## src/rtl/mac_pkg.sv

```systemverilog
// mac_pkg: shared constants, fp32 type and NaN test for the MAC result path
package mac_pkg;
  localparam int MAC_LATENCY = 15;
  localparam int MAC_WIDTH = 32;
  typedef logic [31:0] fp32_t;
  function automatic logic is_nan(fp32_t x);
    return (&x[30:23]) && (|x[22:0]);
  endfunction
endpackage

```

## src/rtl/mac_result_fifo.sv

```systemverilog
// mac_result_fifo: synchronous FIFO with wrap-bit pointers for buffered MAC results
module mac_result_fifo #(
  parameter int WIDTH = 32,
  parameter int DEPTH = 16
) (
  input  logic             clock,
  input  logic             resetn,
  input  logic             push,
  input  logic             pop,
  input  logic [WIDTH-1:0] wdata,
  output logic [WIDTH-1:0] rdata,
  output logic             full,
  output logic             empty
);
  localparam int AW = $clog2(DEPTH);
  logic [AW:0] wr_ptr, rd_ptr;
  logic [WIDTH-1:0] mem [DEPTH];
  assign empty = wr_ptr == rd_ptr;
  assign full = (wr_ptr[AW] != rd_ptr[AW]) && (wr_ptr[AW-1:0] == rd_ptr[AW-1:0]);
  assign rdata = mem[rd_ptr[AW-1:0]];
  // pointer advance; the wrap bit distinguishes full from empty
  always_ff @(posedge clock or negedge resetn)
    if (!resetn) begin
      wr_ptr <= '0;
      rd_ptr <= '0;
    end else begin
      if (push && !full) wr_ptr <= wr_ptr + 1'b1;
      if (pop && !empty) rd_ptr <= rd_ptr + 1'b1;
    end
  // storage array, no reset needed since contents are qualified by the pointers
  always_ff @(posedge clock)
    if (push && !full) mem[wr_ptr[AW-1:0]] <= wdata;
  a_no_overflow: assert property (@(posedge clock) disable iff (!resetn) !(push && full));
endmodule

```

## src/rtl/mac_result_collector.sv

```systemverilog
// mac_result_collector: rebuilds MAC result validity, buffers results, credit back-pressure (optional MAC_COLLECT_NAN_DETECT_EN)
module mac_result_collector
  import mac_pkg::*;
#(
  parameter int LATENCY = MAC_LATENCY,
  parameter int DEPTH = 16,
  parameter int WIDTH = MAC_WIDTH
) (
  input  logic             clock,
  input  logic             resetn,
  input  logic             ivalid,
  output logic             oready,
  input  logic [WIDTH-1:0] pipe_data,
  output logic             ovalid,
  input  logic             iready,
  output logic [WIDTH-1:0] dataout,
  output logic             nan_flag
);
  localparam int RW = $clog2(DEPTH + 1);
  logic [LATENCY-1:0] valid_line;
  logic [RW-1:0] reserved;
  logic issue, pop, push, full, empty;
  assign oready = reserved < RW'(DEPTH);
  assign issue = ivalid && oready;
  assign pop = ovalid && iready;
  assign push = valid_line[LATENCY-1];
  assign ovalid = !empty;
  // valid delay line matched to the MAC pipeline depth
  always_ff @(posedge clock or negedge resetn)
    if (!resetn) valid_line <= '0;
    else valid_line <= {valid_line[LATENCY-2:0], issue};
  // credit counter: results issued and not yet popped
  always_ff @(posedge clock or negedge resetn)
    if (!resetn) reserved <= '0;
    else if (issue && !pop) reserved <= reserved + 1'b1;
    else if (pop && !issue) reserved <= reserved - 1'b1;
  mac_result_fifo #(.WIDTH(WIDTH), .DEPTH(DEPTH)) u_fifo (
    .clock (clock),
    .resetn(resetn),
    .push  (push),
    .pop   (pop),
    .wdata (pipe_data),
    .rdata (dataout),
    .full  (full),
    .empty (empty)
  );
`ifdef MAC_COLLECT_NAN_DETECT_EN
  // sticky NaN flag, set by any NaN result written into the FIFO
  always_ff @(posedge clock or negedge resetn)
    if (!resetn) nan_flag <= 1'b0;
    else if (push && is_nan(fp32_t'(pipe_data))) nan_flag <= 1'b1;
`else
  assign nan_flag = 1'b0;
`endif
endmodule

```

## config.mk

```make
export PLATFORM = sky130hd
export DESIGN_NAME = mac_result_collector
export DESIGN_NICKNAME = d
export VERILOG_FILES = /design/src/rtl/mac_pkg.sv /design/src/rtl/mac_result_fifo.sv /design/src/rtl/mac_result_collector.sv
export SDC_FILE = /design/constraint.sdc
export NUM_CORES = 1
export LEC_CHECK = 0
export CAP_MARGIN = 20
export CORE_AREA = 2 2 175 211
export CTS_BUF_LIST = sky130_fd_sc_hd__clkbuf_8
export CTS_CLUSTER_SIZE = 16
export DETAILED_ROUTE_END_ITERATION = 8
export DIE_AREA = 0 0 177 213
export GPL_ROUTABILITY_DRIVEN = 0
export GPL_TIMING_DRIVEN = 0
export HOLD_SLACK_MARGIN = 0.02
export PLACE_DENSITY = 0.77
export SLEW_MARGIN = 20
export SYNTH_ARGS = -nofsm -noshare
export SYNTH_HDL_FRONTEND = slang
export SYNTH_SLANG_ARGS = --single-unit
```

## constraint.sdc

```tcl
create_clock -name clock -period 7.8 [get_ports clock]
set_input_delay 2.34 -clock clock [delete_from_list [all_inputs] [get_ports clock]]
set_output_delay 2.34 -clock clock [all_outputs]
set_load 0.005 [all_outputs]
```

* Word-level counts from Yosys, hierarchy flattened
Memories as Yosys holds them, arrays and structs flattened.
Index checks and enable logic that the tools add are counted.
** Word-level totals
- Register bits after elaboration :: 30
- Bits in writable memories :: 512
- Input bits :: 36
- Word-level logic and storage cells :: 29
- Memories kept :: 1
** Memories
- u_fifo.mem :: depth 16, width 32, rd ports 1, clocked after Yosys merged registers in 0, write ports 1, RTL line mac_result_fifo.sv:17 : logic [WIDTH-1:0] mem [DEPTH];
** Cells by class
- $add $sub $neg :: 4
- Magnitude comparators :: 1
- Eq/ne operators :: 3
- Multiplexer cells :: 4
- Reductions and logical operators :: 12
** Operators with widths (number)
- $add 5x1->5 const B :: 3
- $mux 5 :: 2
- $logic_and 1x1->1 :: 7
- $eq 5x5->1 :: 1
- $lt 5x5->1 const B :: 1
- $sub 5x1->5 const B :: 1
- $eq 4x4->1 :: 1
- $logic_not 1->1 :: 4
- $mux 1 :: 2
- $reduce_bool 2->1 :: 1
- $ne 1x1->1 :: 1

* Logic depth before layout (Yosys ltp)
- Depth after elaboration :: 6
- Mapped depth :: 11
- Depth with buffers taken out :: 10

* By module
Synthesis repeated with hierarchy kept, for this count alone.
** Unflattened totals
- Cells, all modules :: 922
- Area total of the unflattened synthesis :: 20734.9 um2
** By module, submodules not included
- mac_result_fifo :: times used 1, cells an instance 862, area an instance 19946.6 um2, sequential area each 15625.0 um2
- mac_result_collector :: times used 1, cells an instance 60, area an instance 788.3 um2, sequential area each 500.5 um2

* Worst setup path after synthesis
Ideal clock, no wire load.
- Kind :: input port to flip-flop
- Start point :: input iready
- End point :: register reserved[4]
- Library setup time :: 0.136 ns
- Arrival :: 3.912 ns
- Slack :: 3.752 ns
- Stages :: 7
- Buffers on the path :: 0
- Path through :: o21ai_1 -> ha_1 -> inv_1 -> fa_1 -> a21o_1 -> a2111oi_0 -> o31ai_1
** Between the ends
- Word-level cells in the longest chain between the ends :: 4
- Elaborated cells between the ends (all ways) :: 6
** RTL lines
- start, declared :: RTL line mac_result_collector.sv:15 : input logic iready,
- $logic_and 1x1->1 * :: RTL line mac_result_collector.sv:25 : assign pop = ovalid && iready;
- $logic_not 1->1 :: RTL line mac_result_collector.sv:35 : else if (issue && !pop) reserved <= reserved + 1'b1;
- $logic_and 1x1->1 :: RTL line mac_result_collector.sv:35
- $mux 5 / $reduce_bool 2->1 (equally long branches)
- end signal, assigned :: RTL line mac_result_collector.sv:35
- end signal, assigned :: RTL line mac_result_collector.sv:36 : else if (pop && !issue) reserved <= reserved - 1'b1;
- end, declared :: RTL line mac_result_collector.sv:21 : logic [RW-1:0] reserved;
Mark *: on every way between the ends. The rest lies on a longest branch, timed or not.
A chain may end at the register's enable or synchronous reset.

* Worst setup path in the final report
- Start point :: register u_fifo.rd_ptr[2]
- End point :: output dataout[22]
** Between the ends
- Word-level cells in the longest chain between the ends :: 1
** RTL lines
- start, declared :: RTL line mac_result_fifo.sv:16 : logic [AW:0] wr_ptr, rd_ptr;
- start signal, assigned :: RTL line mac_result_fifo.sv:28 : if (pop && !empty) rd_ptr <= rd_ptr + 1'b1;
- $mem_v2 16x32
- end, declared :: RTL line mac_result_collector.sv:16 : output logic [WIDTH-1:0] dataout,
Every way passes these cells.

==> summary.md <==
| Metric | Value |
|---|---|
| Total GRT Usage | `0.235` |
| Dpl ws | `2.80 ns` |
| Initial antenna violation count | `0` |
| Hold slack | `0.351 ns` |
| Most common cell after layout, fill and taps aside | `edfxtp_1` |
| Clk Latency, worst-skew pair | `0.62 ns` |
| Initial Util | `0.585` |
| Worst Slack Setup Final | `2.17 ns` |
| Hold Path Class | `register to register` |
| Tmin final | `5.63 ns` |
| FF-to-FF setup slack | `4.58 ns` |
| PD cells | `344 nW/um^2` |
| Maxcap violations | `0` |
| Outcome | `finished clean` |
| Top FF cell, synth | `edfxtp_1` |
| Crit path DAT | `3.29 ns` |
| Hold_buf cts | `0` |
| Area share of fa/ha/maj cells after synthesis | `0.00636` |
| Vias in the first global route | `10,400` |
| Syn avg cell area | `22.6 sq um` |
| ANT nets after route | `0` |
| CTS buffer count | `79` |
| Post-synth EDFFs | `512` |
| Max Freq | `0.178 GHz` |
| # IOs | `71` |
| Chip height | `213 um` |
| Vias/cell | `6.17` |
| Area Overhead vs Synth | `15.9%` |
| DR pass1 iterations | `7` |
| Final setup fails | `0` |
| Synth warnings | `0` |
| Initial DRC count | `1,024` |
| WS Path Type | `register to output pin` |
| Total negative slack | `0 ns` |
| Mux cell area share after synthesis | `0.148` |
| Most frequent cells in the layout | `512 x edfxtp_1, 86 x mux4_2, 82 x clkbuf_8` |
| Max Root-Sink Buffers | `3` |
| Slew HR | `0.400` |
| Sequential share of the synthesized area | `0.773` |
| Clock tree root buffer cell | `clkbuf_8` |
| Row count | `76` |
| Post-CTS setup buffer count | `0` |
| Die Span X | `177 um` |
| Resize count post-CTS | `0` |
| Ant diodes | `0` |
| Least-Margin Pin Slew | `0.895 ns` |
| Final clock skew | `0.0305 ns` |
| Mapped Cells | `922` |
| Cell variety after synth | `36` |
| Routed WL | `42,500 um` |
| Layout cells sized above 1 | `0.224` |
| Post-Synth Simple-Gate Area | `0.0165` |
| CP Capture Type | `output pin` |
| Via count | `10,100` |
| RSZ-0062 raised after global routing | `no` |
| Routed WL per cell | `26.1 um` |
| XOR/XNOR Fraction of Synth Area | `0.00630` |
| Final worst-path cycle share | `0.722` |
| Detail Placement HPWL | `26,900 um` |
| #FFs+latches synth | `542` |
| Worst VDD drop | `206 uV` |
| Largest net degree at the start of global routing | `31` |
| Post-Syn Area | `20,800 sq um` |
| CP required | `5.46 ns` |
| Crit path max fanout | `10` |
| Syn Nets | `968` |
| Post-layout net count | `1,147` |
| CTS H-tree lvls | `3` |
| Post-synth ARST share | `0.0554` |
| LEAKAGE | `8.03 nW` |
| Startpoint Class | `register` |
| Register clock-pin slew on the reported worst setup and hold paths | `0.07 ns` |
| Main combinational cell family by area after synthesis | `multiplexers` |
| Final Max Tran Viols | `0` |
| Final Hold Viols | `0` |
| Die footprint | `37,700 sq um` |
| First-pass GRT wire length | `63,800 um` |
| Core area | `35,700 sq um` |
| Sink Count | `542` |
| Count of buffers from port buffering | `69` |
| DRC Markers | `0` |
| Synth Area in Compound Gates | `0.0291` |
| CTS tree | `yes` |
| Grt ovf | `0` |
-- power breakdown --
group / internal (W) / leakage, nW / total, W / switching, W
registers: 0.00345 / 4.98 / 0.00353 / 0.0000841
clock network: 0.00101 / 0.822 / 0.00202 / 0.00101
logic: 0.00136 / 2.22 / 0.00275 / 0.00140
total: 0.00581 / 8.03 / 0.00831 / 0.00249
-- layout make-up --
cell class	count	area (sq um)
clock buffer	82	1130
clock inverter	59	274
timing repair buffer	98	1220
multi-input combinational	324	4420
inverter	5	18.8
fill	2169	11500
tap	468	586
buffer	51	402
sequential	542	16100
-- critical path: stages, from the launching register on --
cell and delay [ns]:
dfrtp_1 0.31, buf_2 0.20, buf_2 0.36, clkbuf_1 0.52
mux4_1 0.45, a22oi_1 0.21, nand2_1 0.12, clkdlybuf4s50_1 0.48
-- registers in the layout, summed over array words and instances, names as in the netlist --
name and flops:
reserved 5, u_fifo.mem 512, u_fifo.rd_ptr 5, u_fifo.wr_ptr 5
valid_line 15
-- cell usage after synthesis (2+ instances only) --
master	instances	share of area
inv_1	5	0.00090
nand4_1	3	0.00090
o21ai_1	3	0.00072
a21oi_1	2	0.00048
mux4_2	86	0.093
nand2_1	46	0.0083
o21ai_0	6	0.0014
dfrtp_1	30	0.036
nor2_1	18	0.0032
o211ai_1	2	0.00072
ha_1	9	0.0054
nor2b_1	5	0.0015
mux2_1	2	0.0011
edfxtp_1	512	0.74
a22oi_1	64	0.023
nor3_1	7	0.0017
buf_2	16	0.0038
a21o_1	2	0.00072
mux4_1	42	0.053
xor2_1	2	0.00084
buf_12	11	0.011
xnor2_1	13	0.0055
clkbuf_1	22	0.0040
o311ai_1	2	0.00084
-- kinds of logic (layout without fill, tap and decap cells) --
logic type / after synthesis / in the layout
AO/OA/AOI/OAI: 84 / 84
adder cells (fa/ha/maj): 10 / 10
other: 1 / 1
multiplexers: 132 / 132
flip-flops: 542 / 542
AND/OR/NAND/NOR: 82 / 82
buffers and inverters: 56 / 295
XOR/XNOR: 15 / 15
-- worst paths after layout --
path                             startpoint        endpoint  cells after the start
setup / recovery           u_fifo.rd_ptr[2]     dataout[22]                      7
hold / removal               valid_line[12]  valid_line[13]                      0
setup reg to reg           u_fifo.rd_ptr[3]     reserved[4]                     10
hold reg to reg              valid_line[12]  valid_line[13]                      0
max in group asynchronous            resetn  valid_line[11]                      1
min in group asynchronous            resetn     reserved[0]                      1
-- layer usage --
layer  GRT usage  share of wire  vias to the layer above
li1            -              -                     4275
met1       0.320           0.40                     5258
met2       0.394           0.52                      449
met3      0.0436          0.068                       72
met4      0.0675          0.017                        0
met5           0              0                        -
-- stage by stage --
| step | total power (W) | area, sq um | cells | utilization |
|---|---|---|---|---|
| 2_1_floorplan | 0.00525 | 20800 | 922 | - |
| 3_3_place_gp | 0.00621 | 22100 | 1459 | 0.620 |
| 3_5_place_dp | 0.00636 | 22800 | 1488 | 0.638 |
| 4_1_cts | 0.00837 | 24200 | 1629 | 0.678 |
| 5_1_grt | 0.00867 | 24200 | 1629 | 0.678 |
| 6_report | 0.00831 | 24200 | 1629 | 0.678 |
Note: power is estimated with default switching activity, not from simulation.
